[src/rtl/inst_fetch_unit_pkg.sv]
// Shared definitions for the instruction fetch unit: FSM encodings, defaults, FIFO entry layout.
// Optional misaligned-redirect halt is enabled with FETCH_MISALIGN_CHECK_EN.
package inst_fetch_unit_pkg;

  localparam logic [31:0] DEFAULT_RESET_PC   = 32'h0000_0000;
  localparam logic [31:0] PC_INC             = 32'h0000_0004;
  localparam int          DEFAULT_FIFO_DEPTH = 2;

`ifdef FETCH_MISALIGN_CHECK_EN
  typedef enum logic [1:0] {
    ST_IDLE    = 2'd0,
    ST_FETCH   = 2'd1,
    ST_DISCARD = 2'd2,
    ST_HALT    = 2'd3
  } fetch_state_e;
`else
  typedef enum logic [1:0] {
    ST_IDLE    = 2'd0,
    ST_FETCH   = 2'd1,
    ST_DISCARD = 2'd2
  } fetch_state_e;
`endif

  typedef struct packed {
    logic [31:0] pc;
    logic [31:0] instr;
  } fetch_entry_t;

  function automatic logic [31:0] align_pc(input logic [31:0] pc);
    return pc & 32'hFFFF_FFFC;
  endfunction

`ifdef FETCH_MISALIGN_CHECK_EN
  function automatic logic pc_misaligned(input logic [31:0] pc);
    return (pc[1:0] != 2'b00);
  endfunction
`endif

endpackage

[src/rtl/inst_fetch_unit_fetch_fifo.sv]
// Instruction buffer holding {pc, instr} entries; registered head, no fall-through.
// Flush has priority over push/pop; push into a full buffer is allowed only alongside a pop.
module inst_fetch_unit_fetch_fifo
  import inst_fetch_unit_pkg::*;
#(
  parameter int DEPTH = DEFAULT_FIFO_DEPTH
) (
  input  logic                   clk,
  input  logic                   rst,
  input  logic                   push,
  input  logic                   pop,
  input  logic                   flush,
  input  fetch_entry_t           wr_data,
  output fetch_entry_t           rd_data,
  output logic [$clog2(DEPTH):0] count,
  output logic                   full,
  output logic                   empty
);

  localparam int AW = $clog2(DEPTH);

  fetch_entry_t  mem_r [DEPTH];
  logic [AW-1:0] wr_ptr_r;
  logic [AW-1:0] rd_ptr_r;
  logic [AW:0]   count_r;
  logic          push_ok_s;
  logic          pop_ok_s;

  assign empty     = (count_r == {(AW+1){1'b0}});
  assign full      = (count_r == (AW+1)'(DEPTH));
  assign pop_ok_s  = pop & ~empty;
  assign push_ok_s = push & (~full | pop_ok_s);
  assign count     = count_r;
  assign rd_data   = mem_r[rd_ptr_r];

  // Entry storage; cleared on reset so the head reads zero until the first push.
  always_ff @(posedge clk or posedge rst) begin
    if (rst) begin
      for (int i = 0; i < DEPTH; i++) begin
        mem_r[i] <= {$bits(fetch_entry_t){1'b0}};
      end
    end else if (push_ok_s && !flush) begin
      mem_r[wr_ptr_r] <= wr_data;
    end
  end

  // Read/write pointers and occupancy.
  always_ff @(posedge clk or posedge rst) begin
    if (rst) begin
      wr_ptr_r <= {AW{1'b0}};
      rd_ptr_r <= {AW{1'b0}};
      count_r  <= {(AW+1){1'b0}};
    end else if (flush) begin
      wr_ptr_r <= {AW{1'b0}};
      rd_ptr_r <= {AW{1'b0}};
      count_r  <= {(AW+1){1'b0}};
    end else begin
      if (push_ok_s) begin
        wr_ptr_r <= wr_ptr_r + AW'(1'b1);
      end
      if (pop_ok_s) begin
        rd_ptr_r <= rd_ptr_r + AW'(1'b1);
      end
      case ({push_ok_s, pop_ok_s})
        2'b10:   count_r <= count_r + (AW+1)'(1'b1);
        2'b01:   count_r <= count_r - (AW+1)'(1'b1);
        default: count_r <= count_r;
      endcase
    end
  end

endmodule

[src/rtl/inst_fetch_unit.sv]
// PC generator and instruction fetcher: sequential word fetches over req/ack, buffered to decode.
// Define FETCH_MISALIGN_CHECK_EN to halt (sticky o_misalign) on a misaligned redirect target.
module inst_fetch_unit
  import inst_fetch_unit_pkg::*;
#(
  parameter logic [31:0] RESET_PC   = DEFAULT_RESET_PC,
  parameter int          FIFO_DEPTH = DEFAULT_FIFO_DEPTH
) (
  input  logic        i_clk,
  input  logic        i_rst,
  output logic        o_imem_req,
  output logic [31:0] o_imem_addr,
  input  logic        i_imem_ack,
  input  logic [31:0] i_imem_rdata,
  output logic        o_instr_valid,
  output logic [31:0] o_instr,
  output logic [31:0] o_instr_pc,
  input  logic        i_instr_ready,
  input  logic        i_redirect_valid,
  input  logic [31:0] i_redirect_pc,
  output logic        o_misalign
);

  localparam int CW = $clog2(FIFO_DEPTH) + 1;

  fetch_state_e  state_r;
  fetch_state_e  state_nxt_s;
  logic [31:0]   fetch_pc_r;
  logic [31:0]   fetch_pc_nxt_s;
  logic [31:0]   addr_r;
  logic [31:0]   addr_nxt_s;
  logic          req_r;
  logic          req_nxt_s;
  logic          ack_s;
  logic          push_s;
  logic          pop_s;
  logic          flush_s;
  logic          outstanding_nxt_s;
  logic [CW-1:0] count_s;
  logic [CW-1:0] count_nxt_s;
  logic          full_s;
  logic          empty_s;
  fetch_entry_t  head_s;
  fetch_entry_t  wr_entry_s;

  // An ack only counts while a request is actually outstanding (stray acks after reset are ignored).
  assign ack_s             = i_imem_ack & req_r;
  assign pop_s             = ~empty_s & i_instr_ready;
  assign outstanding_nxt_s = req_r & ~ack_s;
  assign wr_entry_s        = {fetch_pc_r, i_imem_rdata};

`ifdef FETCH_MISALIGN_CHECK_EN
  logic misalign_r;
  logic misalign_nxt_s;
  logic bad_redirect_s;
  assign bad_redirect_s = i_redirect_valid & pc_misaligned(i_redirect_pc);
  assign o_misalign     = misalign_r;
`else
  assign o_misalign = 1'b0;
`endif

  // FSM next state, fetch PC update, FIFO push/flush.
  always_comb begin
    state_nxt_s    = state_r;
    fetch_pc_nxt_s = fetch_pc_r;
    push_s         = 1'b0;
    flush_s        = 1'b0;
`ifdef FETCH_MISALIGN_CHECK_EN
    misalign_nxt_s = misalign_r;
`endif
    case (state_r)
      ST_IDLE: begin
        state_nxt_s = ST_FETCH;
        if (i_redirect_valid) begin
          fetch_pc_nxt_s = align_pc(i_redirect_pc);
        end else begin
          fetch_pc_nxt_s = fetch_pc_r;
        end
      end
      ST_FETCH: begin
        if (i_redirect_valid) begin
          fetch_pc_nxt_s = align_pc(i_redirect_pc);
          flush_s        = 1'b1;
          if (outstanding_nxt_s) begin
            state_nxt_s = ST_DISCARD;
          end else begin
            state_nxt_s = ST_FETCH;
          end
        end else if (ack_s) begin
          push_s         = 1'b1;
          fetch_pc_nxt_s = fetch_pc_r + PC_INC;
        end else begin
          fetch_pc_nxt_s = fetch_pc_r;
        end
      end
      ST_DISCARD: begin
        // The ack of the stale request is dropped; a further redirect only retargets.
        if (i_redirect_valid) begin
          fetch_pc_nxt_s = align_pc(i_redirect_pc);
          flush_s        = 1'b1;
        end else begin
          fetch_pc_nxt_s = fetch_pc_r;
        end
        if (ack_s) begin
          state_nxt_s = ST_FETCH;
        end else begin
          state_nxt_s = ST_DISCARD;
        end
      end
`ifdef FETCH_MISALIGN_CHECK_EN
      ST_HALT: begin
        state_nxt_s = ST_HALT;
      end
`endif
      default: begin
        state_nxt_s = ST_IDLE;
      end
    endcase
`ifdef FETCH_MISALIGN_CHECK_EN
    if (bad_redirect_s && (state_r != ST_HALT)) begin
      state_nxt_s    = ST_HALT;
      misalign_nxt_s = 1'b1;
      flush_s        = 1'b1;
      push_s         = 1'b0;
      fetch_pc_nxt_s = fetch_pc_r;
    end else begin
      misalign_nxt_s = misalign_r | 1'b0;
    end
`endif
  end

  // Request generation: keep count + outstanding within the buffer depth, hold req/addr until ack.
  always_comb begin
    count_nxt_s = count_s;
    req_nxt_s   = 1'b0;
    addr_nxt_s  = addr_r;
    if (flush_s) begin
      count_nxt_s = {CW{1'b0}};
    end else begin
      count_nxt_s = count_s + CW'(push_s & (~full_s | pop_s)) - CW'(pop_s);
    end
    case (state_nxt_s)
      ST_FETCH:   req_nxt_s = outstanding_nxt_s | (count_nxt_s < CW'(FIFO_DEPTH));
      ST_DISCARD: req_nxt_s = outstanding_nxt_s;
`ifdef FETCH_MISALIGN_CHECK_EN
      ST_HALT:    req_nxt_s = outstanding_nxt_s;
`endif
      default:    req_nxt_s = 1'b0;
    endcase
    if (outstanding_nxt_s) begin
      addr_nxt_s = addr_r;
    end else begin
      addr_nxt_s = fetch_pc_nxt_s;
    end
  end

  // State, PC and request registers.
  always_ff @(posedge i_clk or posedge i_rst) begin
    if (i_rst) begin
      state_r    <= ST_IDLE;
      fetch_pc_r <= RESET_PC;
      addr_r     <= RESET_PC;
      req_r      <= 1'b0;
    end else begin
      state_r    <= state_nxt_s;
      fetch_pc_r <= fetch_pc_nxt_s;
      addr_r     <= addr_nxt_s;
      req_r      <= req_nxt_s;
    end
  end

`ifdef FETCH_MISALIGN_CHECK_EN
  // Sticky misalignment flag, cleared only by reset.
  always_ff @(posedge i_clk or posedge i_rst) begin
    if (i_rst) begin
      misalign_r <= 1'b0;
    end else begin
      misalign_r <= misalign_nxt_s;
    end
  end
`endif

  inst_fetch_unit_fetch_fifo #(
    .DEPTH (FIFO_DEPTH)
  ) u_fifo (
    .clk     (i_clk),
    .rst     (i_rst),
    .push    (push_s),
    .pop     (pop_s),
    .flush   (flush_s),
    .wr_data (wr_entry_s),
    .rd_data (head_s),
    .count   (count_s),
    .full    (full_s),
    .empty   (empty_s)
  );

  assign o_imem_req    = req_r;
  assign o_imem_addr   = addr_r;
  assign o_instr_valid = ~empty_s;
  assign o_instr       = head_s.instr;
  assign o_instr_pc    = head_s.pc;

endmodule

[config.mk]
export PLATFORM = sky130hd
export DESIGN_NAME = inst_fetch_unit
export DESIGN_NICKNAME = d
export VERILOG_FILES = /design/src/rtl/inst_fetch_unit_pkg.sv /design/src/rtl/inst_fetch_unit_fetch_fifo.sv /design/src/rtl/inst_fetch_unit.sv
export SDC_FILE = /design/constraint.sdc
export NUM_CORES = 1
export LEC_CHECK = 0
export ABC_AREA = 0
export BUFFER_PORTS_ARGS = -buffer_cell sky130_fd_sc_hd__buf_2
export CAP_MARGIN = 15
export CORE_UTILIZATION = 55
export CTS_CLUSTER_DIAMETER = 40
export DETAILED_ROUTE_END_ITERATION = 6
export PLACE_DENSITY_LB_ADDON = 0.05
export SLEW_MARGIN = 5
export SYNTH_ARGS = -nofsm -noshare
export SYNTH_HDL_FRONTEND = slang
export SYNTH_HIERARCHICAL = 1
export SYNTH_SLANG_ARGS = --single-unit
[constraint.sdc]
create_clock -name i_clk -period 6.3 [get_ports i_clk]
set_input_delay 0.63 -clock i_clk [delete_from_list [all_inputs] [get_ports i_clk]]
set_output_delay 0.63 -clock i_clk [all_outputs]
set_load 0.01 [all_outputs]
# == Word-level counts from Yosys, hierarchy flattened ==
# Index checks and enable logic that the tools add are counted.
# totals
ff_bits,199
input_bits,69
out_inout_bits,99
# op_classes
order_cmp,4
addsub,7
n_eq_ne,7
n_reduce_logical,10
muxes,27
bitwise,15
# ops
cell,count
two-way mux 64 bit,4
bitwise mux 128 bit,1
two-way mux 32 bit,3
demux 64 bit (select 1 bit),1
one-hot mux 32 bit (2 select lines),1
adder 32 x 3 -> 32 bit (second input constant),1
two-way mux 2 bit,5
two-way mux 1 bit,9
equality test 2 bit (second input constant),4
equality test 2 x 1 -> 1 bit (second input constant),3
inverter 1 -> 2 bit,3
one-hot mux 2 bit (3 select lines),1
AND 1 bit,5
greater-or-equal comparator 2 bit (second input constant),2
logical NOT 2 bit,2
one-hot mux 2 bit (2 select lines),1
nonzero test 2 bit,2
OR reduction 2 bit,2
inverter 1 bit,3
nonzero test 3 bit,1
adder 1 bit (second input constant),2
adder 2 x 1 -> 2 bit (second input constant),1
adder 2 bit,1
AND 1 x 2 -> 2 bit,1
other kinds (9),11

# == Longest topological paths before layout ==
# Gate-level depths: netlist of the first run.
# logic_depth
ltp_word,11
depth_mapped,12
mapped_depth_nobuf,10

# == Hierarchy ==
# The synthesis of the first run kept the hierarchy.
# modules_own_cells
mod,n_inst,seq_area_each_um2,area_each_um2,cells_per_inst
inst_fetch_unit_fetch_fifo,1,3303.2,5918.2,366
inst_fetch_unit,1,1676.6,4022.6,430

# == Least setup slack after synthesis of the first run ==
# Ideal clock, no wire load.
# synth_path
kind,input -> register
startpoint,in i_redirect_valid
endpoint,reg u_fifo/mem_r[100] in the netlist's numbering
t_arrival_ns,2.517
cell_stages,8
setup_slack_ns,3.658
required_ns,6.175
cell_sequence,clkbuf_1 > nand2b_1 > clkbuf_1 > nor2_1 > or4b_4 > buf_6 > buf_6 > mux2_4
# synth_via
elab_chain_len,4
# synth_lines
item,line,rtl
start: declaration,inst_fetch_unit.sv:19,"input logic i_redirect_valid,"
two-way mux 1 bit,inst_fetch_unit.sv:81,if (i_redirect_valid) begin
two-way mux 1 bit,inst_fetch_unit.sv:71,case (state_r)
net push_s,inst_fetch_unit.sv:35,logic push_s;
AND 1 bit,inst_fetch_unit_fetch_fifo.sv:32,assign push_ok_s = push & (~full | pop_ok_s);
logical AND 1 bit,inst_fetch_unit_fetch_fifo.sv:42,end else if (push_ok_s && !flush) begin
end signal: indexed assignment,inst_fetch_unit_fetch_fifo.sv:40,mem_r[i] <= {$bits(fetch_entry_t){1'b0}};
end signal: indexed assignment,inst_fetch_unit_fetch_fifo.sv:43,mem_r[wr_ptr_r] <= wr_data;
end: declaration,inst_fetch_unit_fetch_fifo.sv:22,fetch_entry_t mem_r [DEPTH];
# The timed path passes the listed nets, and every way through them passes these cells.
# A chain may end at the register's enable or synchronous reset.

# == Final worst setup path of the first run ==
# layout_path
startpoint,reg state_r[1]
endpoint,reg u_fifo/mem_r[69] in the netlist's numbering
# layout_lines
item,line,rtl
start: declaration,inst_fetch_unit.sv:26,fetch_state_e state_r;
start signal: assignment,inst_fetch_unit.sv:165,state_r <= state_nxt_s;
equality test 2 x 1 -> 1 bit,inst_fetch_unit.sv:71,
two-way mux 1 bit,inst_fetch_unit.sv:71,
net push_s,inst_fetch_unit.sv:35,
AND 1 bit,inst_fetch_unit_fetch_fifo.sv:32,
logical AND 1 bit,inst_fetch_unit_fetch_fifo.sv:42,
# The timed path passes the listed nets, and every way through them passes these cells.

==> metrics.csv, run 1 <==
metric,value,unit
status,completed,
post-synth top area cell,dfrtp_1,
"Max FO, Critical Path",39,
RSZ-0062 raised after global routing,no,
"Largest delay share family, worst path",simple AND/OR/NAND/NOR gates,
Simple-Gate Fraction of Synth Area,9.19,%
Psw,0.00188,W
Post-Route WL,23800,µm
Worst VDD drop,0.283,mV
Cell Rows,48,
arrival time of the worst setup path,4.17,ns
"Buf+Inv Stages, Crit Path",2,
Critical-path top delay cell,or4b_4,
die area,18600,µm²
Post-Synth Adder-Cell Area,0.755,%
period utilization,61.2,%
initial antenna violation count,1,
post-synth net total,871,
Resize count post-CTS,0,
ys async rst share,100,%
LEAKAGE,5.58,nW
worst slew pin tran,0.977,ns
Setup crit end kind,register,
"Seq/Total Area, Yosys",50.1,%
clk sink count,199,
Seq pwr share,41.7,%
DR vias/cell,6.01,
Post-Layout Inst Area,11400,µm²
CTS root buf,clkbuf_16,
H-tree depth,4,
Max Freq,259,MHz
XOR/XNOR Fraction of Synth Area,0.705,%
slack of the critical path,2.44,ns
FILL cells,1332,
worst-path cell chain,inv_1 > ha_1 > nand2b_1 > nor2_1 > or4b_4 > buf_4 > mux2_4,
mux cell area share after synthesis,26.8,%
Placed Instance Area,10900,µm²
ys flop type,dfrtp_1,
vias in the first global route,7100,
Max Buffers Root-to-Sink,2,
CTS tree,done,
synth top area cells,"dfrtp_1 (50%), mux2_2 (18%), mux2_4 (7.4%), nand2_1 (1.3%), o21ai_0 (1.3%)",
Synth cell types,67,
largest net degree at the start of global routing,82,
Ys Warns,6,
setup tns final,0,ns
Final Skew,0.0146,ns
synthesized instance count,796,
effective utilization at floorplan,56.9,%
Nets,1013,
post-synthesis compound-gate area fraction,9.20,%
RD Place Congestion,0.891,
die width,136,µm
Crit Path Class,reg2reg,
#FFs+latches synth,199,
Num CTS Buffers,17,
clock network fraction of total power,20.1,%
Final Critical Period,3.86,ns
syn avg cell area,12.5,µm²
first-pass GRT wire length,37600,µm
Core Region,17500,µm²
hold buffers post-CTS,0,
Global Route Usage Sum,26.3,%
Tightest Hold Check Type,in2reg,
die height,136,µm
Syn-to-layout area delta,15.1,%
Post-synth EDFFs,0,
P_int,0.00334,W
placed insts,1144,
slew margin rel.,34.9,%
total number of vias,7073,
worst skew pair latency,0.44,ns
Yosys top cell area share,50.1,%
PortBufs,164,
Max Cap Viol,0,
CP Launch Type,register,
Reg2Reg Setup Slack,2.44,ns
dpl ws,2.52,ns
Sw Ratio,36.0,%
Final Instance Count excl. Fillers,1176,
grt total ovfl,0,
Final Hold Fails,0,
DRT iter0 DRCs,612,
Max Slew Vio Count,0,
num ports,168,
Cell Pwr Density,456,nW/µm²
number of routed nets with antenna violations,0,
Clock transition at path regs,0.07,ns
setup violators final,0,
share of layout cells above drive strength 1,46.0,%
CP max stage delay,0.82,ns
synthesized cell area,9940,µm²
number of remaining DRC errors,0,
Routed WL per cell,20.2,µm
worst path required time,6.61,ns
drt pass-1 iters,6,
combinational power share,38.2,%
main combinational cell family by area after synthesis,multiplexers,
postcts setup bufs,0,
worst hold slack,0.412,ns
DP HPWL,16400,µm
==> path summary, 6_finish.rpt <==
path,start,end,cells after the start
max,state_r[1],u_fifo/mem_r[69],7
min,i_redirect_pc[24],fetch_pc_r[24],3
max reg2reg,state_r[1],u_fifo/mem_r[69],7
min reg2reg,o_imem_addr[30],o_imem_addr[30],1
max in group asynchronous,i_rst,u_fifo/rd_ptr_r,3
min in group asynchronous,i_rst,u_fifo/mem_r[123],2
==> cell usage in the layout (no fill, tap or decap), types with 3 or more instances in the layout <==
master	count
ha_1	6
or4_1	4
or3_1	4
mux2_2	163
a22oi_1	8
buf_2	164
and2_1	6
o22ai_1	7
nand2_1	34
nor3_1	12
xor2_1	4
a31o_2	5
a221oi_1	4
clkinv_2	3
inv_6	4
a211oi_1	7
nor2_1	32
buf_4	11
o21ai_0	25
nand4_1	12
nand3_1	9
a21oi_1	21
mux2i_1	8
dfrtp_1	198
a22o_1	3
mux2_4	49
nor2b_1	8
inv_1	13
and3_1	5
xnor2_1	4
o31ai_1	7
o221ai_1	7
o21a_1	5
clkbuf_16	17
nor4_1	10
a31oi_1	6
nand2b_1	9
==> cell families after synthesis <==
logic type / after synthesis
buffers and inverters: 67
AO/OA/AOI/OAI: 131
other: 1
adder cells (fa/ha/maj): 6
AND/OR/NAND/NOR: 163
flip-flops: 199
XOR/XNOR: 8
multiplexers: 221
==> tightest hold or removal path: stages <==
cell and delay (ns):
buf_2 0.08, nand2_1 0.05, nand2_1 0.05
==> flip-flops by register name (all words and copies together) (netlist names) <==
signal / cells
u_fifo/rd_ptr_r: 1
u_fifo/count: 2
u_fifo/wr_ptr_r: 1
o_imem_addr: 32
u_fifo/mem_r: 128
fetch_pc_r: 32
o_imem_req: 1
state_r: 2
==> stage by stage <==
stage | total power [W] | util (%)
finish | 0.00522 | 65.4
global route | 0.00554 | 65.4
CTS | 0.00526 | 65.4
detailed placement | 0.00418 | 62.2
global placement | 0.00408 | 62.2
floorplan | 0.00349 | -
==> cell type report <==
class                   instances  area (µm²)  share of cell area [%]
clock buffers                  19         443                    3.87
multi-input cells             530        4650                    40.7
clock inverters                12         118                    1.03
well taps                     225         282                    2.46
repair buffers                175         903                    7.90
diodes                          1        2.50                  0.0219
flip-flops and latches        199        4980                    43.5
inverters                      15        58.8                   0.514
==> routing by layer <==
| layer | wire length [µm] | up-vias | GRT usage (%) | share of wire, % |
|---|---|---|---|---|
| li1 | - | 3231 | - | - |
| met3 | 1460 | 40 | 5.15 | 6.2 |
| met5 | 0 | - | 0 | 0 |
| met4 | 468 | 0 | 8.95 | 2.0 |
| met2 | 11700 | 257 | 43.9 | 49 |
| met1 | 10200 | 3545 | 34.2 | 43 |
==> synthesized netlist by cell type, types with 9 or more instances <==
library cell	number
dfrtp_1	199
mux2_2	163
mux2_4	49
nand2_1	34
clkbuf_1	32
nor2_1	32
o21ai_0	25
a21oi_1	21
inv_1	15
nor3_1	13
nand4_1	12
buf_2	11
nor4_1	10
nand2b_1	9
nand3_1	9
==> power by group through the flow <==
stage / Combinational, W / Sequential [W] / Clock [W]
floorplan: 0.00143 / 0.00206 / 0
global placement: 0.00193 / 0.00215 / 0
detailed placement: 0.00199 / 0.00219 / 0
CTS: 0.00200 / 0.00217 / 0.00108
global route: 0.00216 / 0.00224 / 0.00113
finish: 0.00200 / 0.00218 / 0.00105
Note: power is estimated with default switching activity, not from simulation.
==> run 2, diff against run 1 <==
Settings changed: CORE_UTILIZATION 55 to 51.
Clock period 6.3 ns to 3.5 ns, I/O delays scaled along.
==> run 2 against run 1 <==
Effect of this change: combinational power up 83%; total power up 81%; critical path depth rose by 3; count of clock-buffer cells in the layout down 1; global-route usage fell by 0.48 points; utilization down 4.1 points; register-to-register slack got worse by 1.8 ns; sequential power rose by 80%; largest power group unchanged; highest routed layer unchanged.
==> metrics.csv, run 2 (synthesized netlist as in run 1, its figures left out) <==
metric,value,unit,change
status,completed,,
RSZ-0062 raised after global routing,no,,
die area,20100,µm²,+7.7%
CTS root buf,clkbuf_16,,
die height,142,µm,+3.8%
"commonest cells after routing, fill and taps aside","dfrtp_1 (198), buf_2 (164), mux2_2 (163)",,
Clock transition at path regs,0.07,ns,about the same
LEAKAGE,5.63,nW,+0.87%
RD Place Congestion,0.856,,-4.0%
worst path required time,3.83,ns,-2.78 ns
setup tns final,0,ns,unchanged
Max Freq,347,MHz,+34%
postcts setup bufs,0,,unchanged
Final Hold Fails,0,,unchanged
share of layout cells above drive strength 1,46.7,%,+0.67 points
Crit Path Class,reg2reg,,
"commonest non-fill, non-tap cell in the layout",dfrtp_1,,
worst skew pair latency,0.44,ns,about the same
Post-Route WL,24900,µm,+4.5%
hold buffers post-CTS,0,,unchanged
Placed Instance Area,11000,µm²,+1.5%
Worst VDD drop,0.449,mV,+59%
CTS tree,done,,
worst slew pin tran,1.08,ns,+0.100 ns
Post-Layout Inst Area,11600,µm²,+1.3%
clk sink count,199,,unchanged
max reg flops,128,,unchanged
Num CTS Buffers,17,,unchanged
PortBufs,164,,unchanged
Reg2Reg Setup Slack,0.62,ns,-1.82 ns
drt pass-1 iters,6,,unchanged
num ports,168,,unchanged
Cell Rows,50,,+4.2%
Critical-path top delay cell,buf_4,,
Max Cap Viol,0,,unchanged
Biggest register,u_fifo/mem_r,,
CP Launch Type,register,,
slew margin rel.,28.2,%,-6.7 points
Cell Pwr Density,816,nW/µm²,+79%
DP HPWL,17100,µm,+4.5%
die width,142,µm,+3.8%
Max Buffers Root-to-Sink,2,,unchanged
Syn-to-layout area delta,16.6,%,
period utilization,82.2,%,+21 points
DR vias/cell,5.89,,-2.0%
worst hold slack,0.120,ns,-0.292 ns
CP max stage delay,0.55,ns,-0.27 ns
effective utilization at floorplan,52.6,%,-4.3 points
Routed WL per cell,20.3,µm,+0.61%
Tightest Hold Check Type,in2async,,
Final Skew,0.0153,ns,+0.000693 ns
grt total ovfl,0,,unchanged
"Max FO, Critical Path",43,,+10%
Setup crit end kind,register,,
DRT iter0 DRCs,573,,-6.4%
arrival time of the worst setup path,3.20,ns,-0.97 ns
Global Route Usage Sum,25.8,%,-0.48 points
largest net degree at the start of global routing,51,,-38%
Diodes inserted,0,,-1
number of routed nets with antenna violations,0,,unchanged
most frequent cell on the critical path,buf_4,,
Nets,1024,,+1.1%
Final Critical Period,2.88,ns,-0.980 ns
H-tree depth,4,,unchanged
vias in the first global route,7552,,+6.4%
setup violators final,0,,unchanged
Max Slew Vio Count,0,,unchanged
initial antenna violation count,0,,-1
Core Region,18900,µm²,+8.1%
number of remaining DRC errors,0,,unchanged
Resize count post-CTS,0,,unchanged
first-pass GRT wire length,40200,µm,+6.7%
total number of vias,7201,,+1.8%
worst-path cell chain,inv_1 > ha_1 > buf_4 > nand2b_1 > nor2_1 > buf_4 > nand2_1 > nor3_4 > buf_4 > mux2_2,,
==> run 2: stage by stage <==
| stage | instances | utilization, % | setup slack [ns] | total power [W] |
|---|---|---|---|---|
| 6_report | 1222 | 61.4 | 0.622 | 0.00946 |
| 5_1_grt | 1222 | 61.4 | 0.455 | 0.0100 |
| 4_1_cts | 1222 | 61.4 | 0.647 | 0.00950 |
| 3_5_place_dp | 1190 | 58.4 | 0.665 | 0.00759 |
| 3_3_place_gp | 1190 | 58.4 | 0.794 | 0.00742 |
| 2_1_floorplan | 796 | - | 0.906 | 0.00629 |
==> run 2: where the power goes <==
| part | total (W) | switching (W) | internal (W) |
|---|---|---|---|
| clock | 0.00189 | 0.000937 | 0.000950 |
| combinational | 0.00365 | 0.00175 | 0.00190 |
| sequential | 0.00393 | 0.000787 | 0.00314 |
==> run 2: routing by layer <==
layer	vias up	wire, µm	track usage, %
met5	-	0	0
met4	0	393	9.11
met3	45	1510	4.49
met2	296	12500	44.3
met1	3603	10500	32.9
li1	3257	-	-
==> run 2: area by class of cell <==
class                           count  area [µm²]
Clock buffer                       18         439
Sequential cell                   199        4980
Clock inverter                     14         118
Inverter                           15        60.1
Tap cell                          260         325
Fill cell                        1534        7300
Multi-Input combinational cell    530        4650
Timing Repair Buffer              186        1020
==> run 2: critical path, delay by kind of cell, from the launching register on <==
kind / cells / cell delay, ns
and+or+nand+nor: 4 / 0.72
DFF: 1 / 0.40
muxes: 1 / 0.41
buffers and inverters: 4 / 1.06
adders and majority gates: 1 / 0.15
==> run 2: worst paths after layout <==
check	startpoint	end	depth (start not counted)
setup / recovery	state_r[1]	u_fifo/mem_r[42]	10
min in group i_clk	i_redirect_pc[24]	fetch_pc_r[24]	3
max in group asynchronous	i_rst	o_imem_addr[29]	3
setup reg to reg	state_r[1]	u_fifo/mem_r[42]	10
hold / removal	i_rst	u_fifo/mem_r[45]	2
hold reg to reg	o_imem_addr[30]	o_imem_addr[30]	1
==> run 3, diff against run 2 <==
Settings changed: CORE_UTILIZATION 51 to 55.
Clock period 3.5 ns to 2.9 ns, I/O delays scaled along.
==> run 3 against run 2 <==
Effect of this change: the flow now finishes with violations (negative hold slack); via count down 0.94%; clock power rose by 24%; cell count shrank 2.3%; total power rose by 22%; worst hold slack got worse by 0.14 ns.
==> metrics.csv, run 3 (synthesized netlist as in run 1, its figures left out) <==
metric,value,unit,change
Seq pwr share,41.2,%,-0.3 points
die area,18600,µm²,-7.2%
max reg flops,128,,unchanged
number of remaining DRC errors,0,,unchanged
worst path required time,3.22,ns,-0.61 ns
Max Slew Vio Count,0,,unchanged
FILL cells,1304,,-15%
reg-to-reg startpoint,state_r[1],,
total power draw,0.0115,W,+22%
grt total ovfl,0,,unchanged
number of routed nets with antenna violations,0,,unchanged
PortBufs,164,,unchanged
Final Skew,0.00973,ns,-0.00558 ns
Reg2Reg Setup Slack,0.28,ns,-0.34 ns
CP Launch Type,register,,
clock network fraction of total power,20.4,%,+0.5 points
Nets,1030,,+0.59%
share of layout cells above drive strength 1,46.9,%,+0.23 points
Final Critical Period,2.62,ns,-0.257 ns
DP HPWL,16800,µm,-1.7%
DR vias/cell,5.97,,+1.4%
Setup crit end kind,register,,
hold buffers post-CTS,0,,unchanged
first-pass GRT wire length,37700,µm,-6.1%
setup tns final,0,ns,unchanged
Layout Utilization,66.7,%,+5.3 points
Sw Ratio,35.5,%,-1.2 points
placed insts,1161,,-2.4%
die height,136,µm,-3.7%
"commonest cells after routing, fill and taps aside","dfrtp_1 (198), buf_2 (164), mux2_2 (163)",,
Seq. cell area,4980,µm²,unchanged
arrival time of the worst setup path,2.94,ns,-0.26 ns
die width,136,µm,-3.7%
largest net degree at the start of global routing,51,,unchanged
Cell Pwr Density,987,nW/µm²,+21%
Num CTS Buffers,17,,unchanged
combinational power share,38.4,%,about the same
failing checks,negative hold slack,,
"Max FO, Critical Path",35,,-19%
P_int,0.00742,W,+24%
drt pass-1 iters,5,,-1
Final Instance Count excl. Fillers,1194,,-2.3%
worst slew pin tran,0.754,ns,-0.323 ns
initial antenna violation count,2,,+2
"commonest non-fill, non-tap cell in the layout",dfrtp_1,,
cell count of the worst reg-to-reg path,8,,-2
Multi-input gate area,4650,µm²,unchanged
clk sink count,199,,unchanged
worst hold slack,-0.0181,ns,-0.138 ns
DRT iter0 DRCs,447,,-22%
Core Region,17500,µm²,-7.5%
H-tree depth,4,,unchanged
worst-path cell chain,inv_1 > ha_1 > nand2b_1 > nor2_1 > nand2_1 > nor3_4 > buf_4 > mux2_2,,
LEAKAGE,5.70,nW,+1.3%
Syn-to-layout area delta,17.2,%,
setup violators final,0,,unchanged
Post-Route WL,23900,µm,-3.9%
CTS root buf,clkbuf_16,,
Final Hold Fails,12,,+12
Cell Rows,48,,-4.0%
Psw,0.00408,W,+18%
Max Cap Viol,0,,unchanged
Clock transition at path regs,0.07,ns,about the same
status,finished with violations,,
total number of vias,7133,,-0.94%
Critical-path top delay cell,nor2_1,,
RD Place Congestion,0.934,,+9.2%
Resize count post-CTS,0,,unchanged
Crit Path Class,reg2reg,,
vias in the first global route,7310,,-3.2%
Max Buffers Root-to-Sink,2,,unchanged
dpl ws,0.264,ns,-0.402 ns
Routed WL per cell,20.0,µm,-1.6%
worst skew pair latency,0.44,ns,about the same
CTS tree,done,,
Max Freq,381,MHz,+9.8%
Biggest register,u_fifo/mem_r,,
slack of the critical path,0.278,ns,-0.343 ns
Worst R2R End,u_fifo/mem_r[54],,
RSZ-0062 raised after global routing,no,,
effective utilization at floorplan,56.9,%,+4.3 points
period utilization,90.4,%,+8.2 points
num ports,168,,unchanged
postcts setup bufs,0,,unchanged
Global Route Usage Sum,26.6,%,+0.72 points
Worst VDD drop,0.571,mV,+27%
Tightest Hold Check Type,in2async,,
CP max stage delay,0.47,ns,-0.08 ns
slew margin rel.,49.7,%,+21 points
==> run 3: cell count changes in the layout (fill, tap and decap cells not counted), moves of 2 or more <==
cell,before,now
buf_4,19,23
clkinv_2,2,4
bufinv_16,0,2
buf_12,3,5
clkinvlp_4,5,1
inv_8,3,1
==> run 3: worst max-delay path by stage <==
stage                     slack, ns  startpoint           endpoint
after floorplan                0.31  state_r[1]  u_fifo/mem_r[100]
after CTS                      0.28  state_r[1]   u_fifo/mem_r[54]
final                          0.28  state_r[1]   u_fifo/mem_r[54]
after global placement         0.43  state_r[1]   u_fifo/mem_r[51]
after detailed placement       0.26  state_r[1]   u_fifo/mem_r[54]
after global routing           0.11  state_r[1]         o_imem_req
==> run 3: layout make-up <==
cell class / instances / share of cell area (%)
clock buffers: 19 / 3.80
flip-flops and latches: 199 / 42.8
repair buffers: 192 / 9.39
well taps: 225 / 2.42
inverters: 15 / 0.515
clock inverters: 13 / 1.23
multi-input cells: 530 / 39.9
diodes: 1 / 0.0215
==> run 3: worst max-delay path, delay by kind of cell (launching register included) <==
kind / cells / cell delay, ns
multiplexers: 1 / 0.40
flip-flops: 1 / 0.41
adder cells (fa/ha/maj): 1 / 0.18
AND/OR/NAND/NOR: 4 / 0.92
buffers and inverters: 2 / 0.57
==> run 3: through the flow <==
stage | hold slack [ns] | cell area, µm²
floorplan | 0.406 | 9940
global placement | 0.445 | 11100
detailed placement | 0.467 | 11100
CTS | 0.000532 | 11600
global route | 0.0289 | 11700
finish | -0.0181 | 11700
==> run 3: power by group through the flow <==
stage / logic (W) / clock network (W) / registers (W)
finish: 0.00442 / 0.00235 / 0.00474
global route: 0.00480 / 0.00251 / 0.00487
CTS: 0.00445 / 0.00240 / 0.00473
detailed placement: 0.00442 / 0 / 0.00477
global placement: 0.00430 / 0 / 0.00467
floorplan: 0.00312 / 0 / 0.00447
==> run 3: metal layers <==
metal / GRT usage, % / vias up / share of wire [%] / wire, µm
li1: - / 3270 / - / -
met1: 33.2 / 3567 / 43 / 10200
met2: 45.0 / 249 / 50 / 11900
met3: 5.97 / 45 / 5.3 / 1260
met4: 9.51 / 2 / 2.1 / 507
met5: 0 / - / 0.046 / 11
